$ cat src/rtl/conv_window_feeder_pkg.sv
// Shared types and constants for the 3x3 convolution window feeder.
package conv_pkg;

  localparam int PIX_W  = 8;              // pixel / weight width
  localparam int K      = 3;              // kernel is K x K
  localparam int ROW_W  = PIX_W * K;      // one window row / kernel row
  localparam int KERN_W = PIX_W * K * K;  // flattened kernel

  // ACCEPT takes pixels; EMITn presents window row n to the MAC.
  typedef enum logic [1:0] {
    ACCEPT = 2'd0,
    EMIT0  = 2'd1,
    EMIT1  = 2'd2,
    EMIT2  = 2'd3
  } feed_state_t;

  typedef logic [ROW_W-1:0] win_row_t;

  // Bit offset of kernel element k[i][j] inside the flattened kernel word.
  function automatic int unsigned k_byte_idx(input int unsigned i, input int unsigned j);
    return PIX_W * (K * i + j);
  endfunction

endpackage

$ cat src/rtl/conv_window_feeder_if.sv
// Pixel-stream and MAC data/weight handshake bundle of the window feeder.
interface conv_window_feeder_if;
  import conv_pkg::*;

  // Pixel source -> feeder
  logic             pix_valid;
  logic             pix_ready;
  logic [PIX_W-1:0] pix_data;

  // Feeder -> MAC
  logic             mac_valid;
  logic             mac_ready;
  logic [ROW_W-1:0] data;
  logic [ROW_W-1:0] weight;
  logic             mac_last;
  logic             frame_last;

  // Feeder side: consumes pixels, produces MAC beats.
  modport slave (
    input  pix_valid, pix_data, mac_ready,
    output pix_ready, mac_valid, data, weight, mac_last, frame_last
  );

  // Environment side: pixel source and MAC.
  modport master (
    output pix_valid, pix_data, mac_ready,
    input  pix_ready, mac_valid, data, weight, mac_last, frame_last
  );

endinterface

$ cat src/rtl/conv_window_feeder_line_buffer.sv
// Two-row line buffer: one column address, returns the two previous rows at
// that column and pushes a new pixel down the column on a write strobe.
module conv_line_buffer
  import conv_pkg::*;
#(
  parameter int IMG_W = 8,
  parameter int COL_W = $clog2(IMG_W)
) (
  input  logic             clk,
  input  logic [COL_W-1:0] i_col,
  input  logic             i_wr,
  input  logic [PIX_W-1:0] i_pix,
  output logic [PIX_W-1:0] o_lb1,   // two rows above the incoming pixel
  output logic [PIX_W-1:0] o_lb0    // one row above the incoming pixel
);

  logic [PIX_W-1:0] r_lb1 [IMG_W];
  logic [PIX_W-1:0] r_lb0 [IMG_W];

  assign o_lb1 = r_lb1[i_col];
  assign o_lb0 = r_lb0[i_col];

  // Shift the addressed column down by one row on every accepted pixel.
  // NOTE: storage arrays carry no reset so they map to plain RAM/regfile;
  // stale contents are never observed because windows need row >= 2.
  // NOTE: non-blocking assignments so both rows read the pre-edge values.
  always_ff @(posedge clk) begin
    if (i_wr) begin
      r_lb1[i_col] <= r_lb0[i_col];
      r_lb0[i_col] <= i_pix;
    end
  end

endmodule

$ cat src/rtl/conv_window_feeder.sv
// Raster pixel stream -> 3x3 window -> three data/weight row-beats per window
// for the convolution MAC. Stalls the pixel source while a window is emitted.
module conv_window_feeder
  import conv_pkg::*;
#(
  parameter int IMG_W = 8,
  parameter int IMG_H = 8
) (
  input  logic              clk,
  input  logic              rst_n,
  input  logic              w_load,
  input  logic [KERN_W-1:0] w_kernel,
  conv_window_feeder_if.slave bus
);

  localparam int COL_W  = $clog2(IMG_W);
  localparam int ROW_CW = $clog2(IMG_H);

  feed_state_t       r_st;
  feed_state_t       w_st_nxt;

  logic [COL_W-1:0]  r_col;
  logic [ROW_CW-1:0] r_row;
  win_row_t          r_win [K];     // [0]=top, [1]=middle, [2]=bottom
  logic [KERN_W-1:0] r_kernel;
  logic              r_frame_end;

  logic              w_pix_hs;
  logic              w_col_last;
  logic              w_row_last;
  logic              w_win_done;
  logic [PIX_W-1:0]  w_lb1;
  logic [PIX_W-1:0]  w_lb0;

  assign w_pix_hs   = bus.pix_valid && (r_st == ACCEPT);
  assign w_col_last = (r_col == COL_W'(IMG_W - 1));
  assign w_row_last = (r_row == ROW_CW'(IMG_H - 1));
  // Columns 0/1 of a row still hold the tail of the previous row, so the
  // col >= 2 condition keeps windows from straddling a row boundary.
  assign w_win_done = w_pix_hs && (r_row >= ROW_CW'(2)) && (r_col >= COL_W'(2));

  conv_line_buffer #(
    .IMG_W (IMG_W),
    .COL_W (COL_W)
  ) u_line_buffer (
    .clk   (clk),
    .i_col (r_col),
    .i_wr  (w_pix_hs),
    .i_pix (bus.pix_data),
    .o_lb1 (w_lb1),
    .o_lb0 (w_lb0)
  );

  // State register.
  always_ff @(posedge clk or negedge rst_n) begin
    if (!rst_n) r_st <= ACCEPT;
    else        r_st <= w_st_nxt;
  end

  // Next state: leave ACCEPT on a window-completing pixel, step on mac_ready.
  // NOTE: every combinational output gets a default first, so no path can
  // leave it unassigned and infer a latch.
  always_comb begin
    w_st_nxt = r_st;
    unique case (r_st)
      ACCEPT: if (w_win_done)    w_st_nxt = EMIT0;
      EMIT0:  if (bus.mac_ready) w_st_nxt = EMIT1;
      EMIT1:  if (bus.mac_ready) w_st_nxt = EMIT2;
      EMIT2:  if (bus.mac_ready) w_st_nxt = ACCEPT;
      default:                   w_st_nxt = ACCEPT;
    endcase
  end

  // Outputs: one window row plus the matching kernel row per EMIT state.
  always_comb begin
    bus.pix_ready  = (r_st == ACCEPT);
    bus.mac_valid  = 1'b0;
    bus.data       = '0;
    bus.weight     = '0;
    bus.mac_last   = 1'b0;
    bus.frame_last = 1'b0;
    unique case (r_st)
      EMIT0: begin
        bus.mac_valid = 1'b1;
        bus.data      = r_win[0];
        bus.weight    = r_kernel[k_byte_idx(0, 0) +: ROW_W];
      end
      EMIT1: begin
        bus.mac_valid = 1'b1;
        bus.data      = r_win[1];
        bus.weight    = r_kernel[k_byte_idx(1, 0) +: ROW_W];
      end
      EMIT2: begin
        bus.mac_valid  = 1'b1;
        bus.data       = r_win[2];
        bus.weight     = r_kernel[k_byte_idx(2, 0) +: ROW_W];
        bus.mac_last   = 1'b1;
        bus.frame_last = r_frame_end;
      end
      default: ;
    endcase
  end

  // Raster position of the next incoming pixel; wraps to (0,0) per frame.
  always_ff @(posedge clk or negedge rst_n) begin
    if (!rst_n) begin
      r_col <= '0;
      r_row <= '0;
    end else if (w_pix_hs) begin
      if (w_col_last) begin
        r_col <= '0;
        r_row <= w_row_last ? '0 : r_row + ROW_CW'(1);
      end else begin
        r_col <= r_col + COL_W'(1);
      end
    end
  end

  // Window: drop the left column, insert {lb1, lb0, pixel} as the right one.
  always_ff @(posedge clk or negedge rst_n) begin
    if (!rst_n) begin
      for (int r = 0; r < K; r++) r_win[r] <= '0;
    end else if (w_pix_hs) begin
      r_win[0] <= {w_lb1,        r_win[0][ROW_W-1:PIX_W]};
      r_win[1] <= {w_lb0,        r_win[1][ROW_W-1:PIX_W]};
      r_win[2] <= {bus.pix_data, r_win[2][ROW_W-1:PIX_W]};
    end
  end

  // Kernel loads only while idle, so a window never sees a mixed kernel.
  always_ff @(posedge clk or negedge rst_n) begin
    if (!rst_n)                        r_kernel <= '0;
    else if (w_load && r_st == ACCEPT) r_kernel <= w_kernel;
  end

  // Remember whether the window being emitted closes the frame.
  always_ff @(posedge clk or negedge rst_n) begin
    if (!rst_n)          r_frame_end <= 1'b0;
    else if (w_win_done) r_frame_end <= w_row_last && w_col_last;
  end

endmodule

$ cat src/flat_wrapper.sv
// flat-port wrapper written by rule: the top's interface ports become plain ports
module conv_window_feeder_flat import conv_pkg::*;
#(
  parameter int IMG_W = 8,
  parameter int IMG_H = 8
)
  (clk, rst_n, w_load, w_kernel, bus_pix_valid, bus_pix_data, bus_mac_ready, bus_pix_ready, bus_mac_valid, bus_data, bus_weight, bus_mac_last, bus_frame_last);
  conv_window_feeder_if bus_i ();
  input  logic clk;
  input  logic rst_n;
  input  logic w_load;
  input  logic [KERN_W-1:0] w_kernel;
  input wire logic [$bits(bus_i.pix_valid)-1:0] bus_pix_valid;
  input wire logic [$bits(bus_i.pix_data)-1:0] bus_pix_data;
  input wire logic [$bits(bus_i.mac_ready)-1:0] bus_mac_ready;
  output wire logic [$bits(bus_i.pix_ready)-1:0] bus_pix_ready;
  output wire logic [$bits(bus_i.mac_valid)-1:0] bus_mac_valid;
  output wire logic [$bits(bus_i.data)-1:0] bus_data;
  output wire logic [$bits(bus_i.weight)-1:0] bus_weight;
  output wire logic [$bits(bus_i.mac_last)-1:0] bus_mac_last;
  output wire logic [$bits(bus_i.frame_last)-1:0] bus_frame_last;
  assign bus_i.pix_valid = bus_pix_valid;
  assign bus_i.pix_data = bus_pix_data;
  assign bus_i.mac_ready = bus_mac_ready;
  assign bus_pix_ready = bus_i.pix_ready;
  assign bus_mac_valid = bus_i.mac_valid;
  assign bus_data = bus_i.data;
  assign bus_weight = bus_i.weight;
  assign bus_mac_last = bus_i.mac_last;
  assign bus_frame_last = bus_i.frame_last;
  conv_window_feeder #(.IMG_W(IMG_W), .IMG_H(IMG_H)) u_core (.clk(clk), .rst_n(rst_n), .w_load(w_load), .w_kernel(w_kernel), .bus(bus_i));
endmodule
$ cat config.mk
export PLATFORM = sky130hd
export DESIGN_NAME = conv_window_feeder_flat
export DESIGN_NICKNAME = d
export VERILOG_FILES = /design/src/rtl/conv_window_feeder_pkg.sv /design/src/rtl/conv_window_feeder_if.sv /design/src/rtl/conv_window_feeder_line_buffer.sv /design/src/rtl/conv_window_feeder.sv /design/src/flat_wrapper.sv
export SDC_FILE = /design/constraint.sdc
export NUM_CORES = 1
export LEC_CHECK = 0
export CORE_UTILIZATION = 45
export DETAILED_ROUTE_END_ITERATION = 6
export PLACE_DENSITY = 0.69
export SETUP_SLACK_MARGIN = 0.2
export SYNTH_ARGS = -nofsm -noshare
export SYNTH_HDL_FRONTEND = slang
export SYNTH_SLANG_ARGS = --single-unit
$ cat constraint.sdc
create_clock -name clk -period 2.9 [get_ports clk]
set_input_delay 0.58 -clock clk [delete_from_list [all_inputs] [get_ports clk]]
set_output_delay 0.58 -clock clk [all_outputs]
set_load 0.03 [all_outputs]
==> summary.txt <==
Synthesis
  • Cells after Synth: 882
  • Area fraction of the dominant cell type after synthesis: 33.2%
  • Post-synthesis register bit count: 281
  • Synth cell count leaders: nand2_1, dfrtp_1, edfxtp_1
  • Post-synth EDFFs: 128
  • Asr flop ratio synth: 54.4%
  • Post-synth cell types: 43
  • Synthesized area per cell: 13.1 um^2
  • Top cell type by total area after synthesis: edfxtp_1
  • Net Count, Synth: 977
  • Most common cell in the synthesized netlist: nand2_1
  • Commonest register cell after synthesis: dfrtp_1
  • Ys Warns: 0
  • Post-Syn Area: 0.0116 mm^2
  • Sequential area share after synthesis: 66.3%
  • Synth area leaders: edfxtp_1, dfrtp_1, mux2_2, nand2_1, a222oi_1

Setup path
  • CP required: 2.32 ns
  • Most frequent CP cell: buf_4
  • CP endpoint kind: output pin
  • Critical Path AT: 2.15 ns
  • CP max stage cell: dfrtp_2
  • Worst R2R Setup Slack: 0.53 ns
  • Buffers & Inverters on Critical Path: 3
  • CP max FO: 22
  • Largest delay share family, worst path: buffers and inverters
  • Setup crit start kind: register
  • Setup CP Type: reg -> out
  • Worst R2R End: u_core.r_st[1]
  • Critical-path cell list: buf_4, ha_4, buf_12, a222oi_1, nor2_1, buf_4
  • Stages on worst setup path: 6
  • Max stage delay on crit path: 0.44 ns
  • Reg2reg start: u_core.r_col[1]
  • R2r worst-path depth: 4

Hold path
  • Hold depth: 2
  • Min-delay src: u_core.r_win[30]
  • Hold Path End: u_core.r_win[30]
  • Worst min path class: reg -> reg

Clocking
  • H-tree levels: 1
  • CTS Sinks: 281
  • Reg clk slew, reported paths: 0.06 ns
  • Insertion delay to the later sink of the worst-skew pair: 0.58 ns
  • Clk buf depth: 3
  • CTS Buf Count: 30
  • Root buf cell: clkbuf_16
  • CTS tree: built

STA
  • Tcrit/Tclk final: 94.1%
  • Final worst setup slack: 0.170 ns
  • Fin. max-slew vios: 0
  • Worst slew margin: 18.1%
  • # setup viols final: 0
  • Slew @ Worst Pin: 1.22 ns
  • Hold Fails Final Rpt: 0
  • Worst Hold Margin: 0.477 ns
  • Fin crit period: 2.73 ns
  • Fmax: 0.366 GHz
  • Clock skew: 0.0351 ns
  • RSZ-0062 raised after global routing: true

Placed design
  • Post-DP HPWL: 17600 um
  • Port bufs: 136
  • Cell count after placement: 1320
  • GPL Wtd Cong: 0.764
  • Placement Setup Slack: 0.489 ns
  • Cell area after placement: 0.0134 mm^2

Global routing
  • Largest net degree at the start of global routing: 78
  • Initial antenna violation count: 0
  • GRT overflow: 0
  • Tot GR Track Use: 21.5%
  • Vias in the first global route: 7823
  • First-pass GRT wire length: 43900 um

Pwr
  • Power Total: 17.1 mW
  • Maximum VDD drop: 832 uV
  • Pwr Density: 1170 mW/mm^2
  • Leakage: 6.07 nW

Routing
  • Via density: 5.56
  • WL per Instance: 20.4 um
  • Via count: 7721
  • First drt pass iteration count: 7
  • Drt first-iter violations: 816
  • ANT nets after route: 0
  • Post-Route WL: 28300 um
  • # DRC: 1

Layout
  • Fill cells: 2027
  • Diode count: 0
  • Post-route cell area: 0.0146 mm^2
  • Fin cells: 1388
  • Area Overhead vs Synth: 26.4%
  • Fin nets: 1130
  • Layout cell share with drive strength beyond 1: 24.0%

Floorplanning
  • Core area: 0.0252 mm^2
  • Die Area: 0.0264 mm^2
  • Die Span Y: 162 um
  • Site Rows: 58
  • Initial Util: 46.0%
  • Die W: 162 um
  • Io pins: 137

Status
  • Failing checks: design-rule violations
  • Outcome: complete, but fails checks

Flow run
  • Max cap viols: 0
[worst max-delay path by stage]
stage                         startpoint                               end  slack [ns]
after floorplan           u_core.r_st[0]  u_core.u_line_buffer.r_lb0[3][0]       -0.05
after global placement     bus_pix_valid  u_core.u_line_buffer.r_lb0[4][1]        0.50
after detailed placement   bus_pix_valid  u_core.u_line_buffer.r_lb0[0][3]        0.49
after CTS                 u_core.r_st[1]                      bus_data[23]        0.14
after global routing      u_core.r_st[1]                      bus_data[20]        0.08
final                     u_core.r_st[0]                      bus_data[18]        0.17
[logic make-up (layout without fill, tap and decap cells)]
| family | count (synthesis) | after routing | synth area share, % |
|---|---|---|---|
| multiplexers | 128 | 128 | 12.3 |
| adder cells (fa/ha/maj) | 10 | 10 | 1.08 |
| buffers and inverters | 75 | 251 | 2.76 |
| AND/OR/NAND/NOR | 276 | 276 | 9.48 |
| flip-flops | 281 | 281 | 66.3 |
| AO/OA/AOI/OAI | 112 | 112 | 8.16 |
[layer usage]
metal / GRT usage [%] / vias up / wire, um
li1: - / 3539 / -
met1: 30.4 / 3866 / 12400
met2: 35.0 / 284 / 13300
met3: 3.72 / 32 / 2130
met4: 4.25 / 0 / 416
met5: 0 / - / 0
[tightest hold or removal path, stage by stage, from the launching register on]
cell     delay (ns)
dfrtp_1        0.34
nand2_1        0.05
nand2_1        0.05
[placed cells by master, fill, tap and decap left out, drive strengths merged, types with 6 or more instances in the layout]
cell,synthesis,final
nor2,62,62
clkdlybuf4s50,0,84
a31oi,8,8
inv,11,11
o22ai,7,7
clkinv,0,8
edfxtp,128,128
a22oi,6,6
nand3,6,6
clkbuf,43,47
dfrtp,153,153
a222oi,48,48
mux2i,31,31
nand2,184,184
ha,10,10
o21ai,10,10
mux2,96,96
a221oi,8,8
nor3,7,7
buf,21,96
[stage by stage]
step,utilization (%),setup TNS (ns)
finish,58.1,0
global route,58.1,0
CTS,57.9,0
detailed placement,53.3,0
global placement,53.3,0
floorplan,-,-1.60
[sequential cells by signal, indices dropped and copies added, names as in the netlist]
register	cells
u_core.r_row	3
u_core.u_line_buffer.r_lb0	64
u_core.r_win	72
u_core.r_frame_end	1
u_core.u_line_buffer.r_lb1	64
u_core.r_col	3
u_core.r_kernel	72
u_core.r_st	2
[cell type report]
| class | instances | area, um^2 | share of cell area [%] |
|---|---|---|---|
| Sequential cell | 281 | 7680 | 52.4 |
| Inverter | 11 | 43.8 | 0.299 |
| Clock buffer | 46 | 881 | 6.02 |
| Timing Repair Buffer | 185 | 1840 | 12.6 |
| Clock inverter | 9 | 96.3 | 0.658 |
| Tap cell | 330 | 413 | 2.82 |
| Multi-Input combinational cell | 526 | 3690 | 25.2 |
[repair_timing]
| item | in CTS | in global routing |
|---|---|---|
| endpoints found under the hold margin | 42 | 0 |
| gates cloned | 3 | 1 |
| hold buffers | 1 | 0 |
| buffers inserted | 5 | 3 |
| setup endpoints to repair | 44 | 41 |
| pin swaps | 14 | 22 |
| resized for setup | 11 | 10 |
[power breakdown]
part	internal, mW	switching, mW	total, mW
clock network	2.18	1.54	3.72
registers	5.53	0.755	6.29
logic	3.00	4.07	7.07
Power figures use the tool's default switching activity.
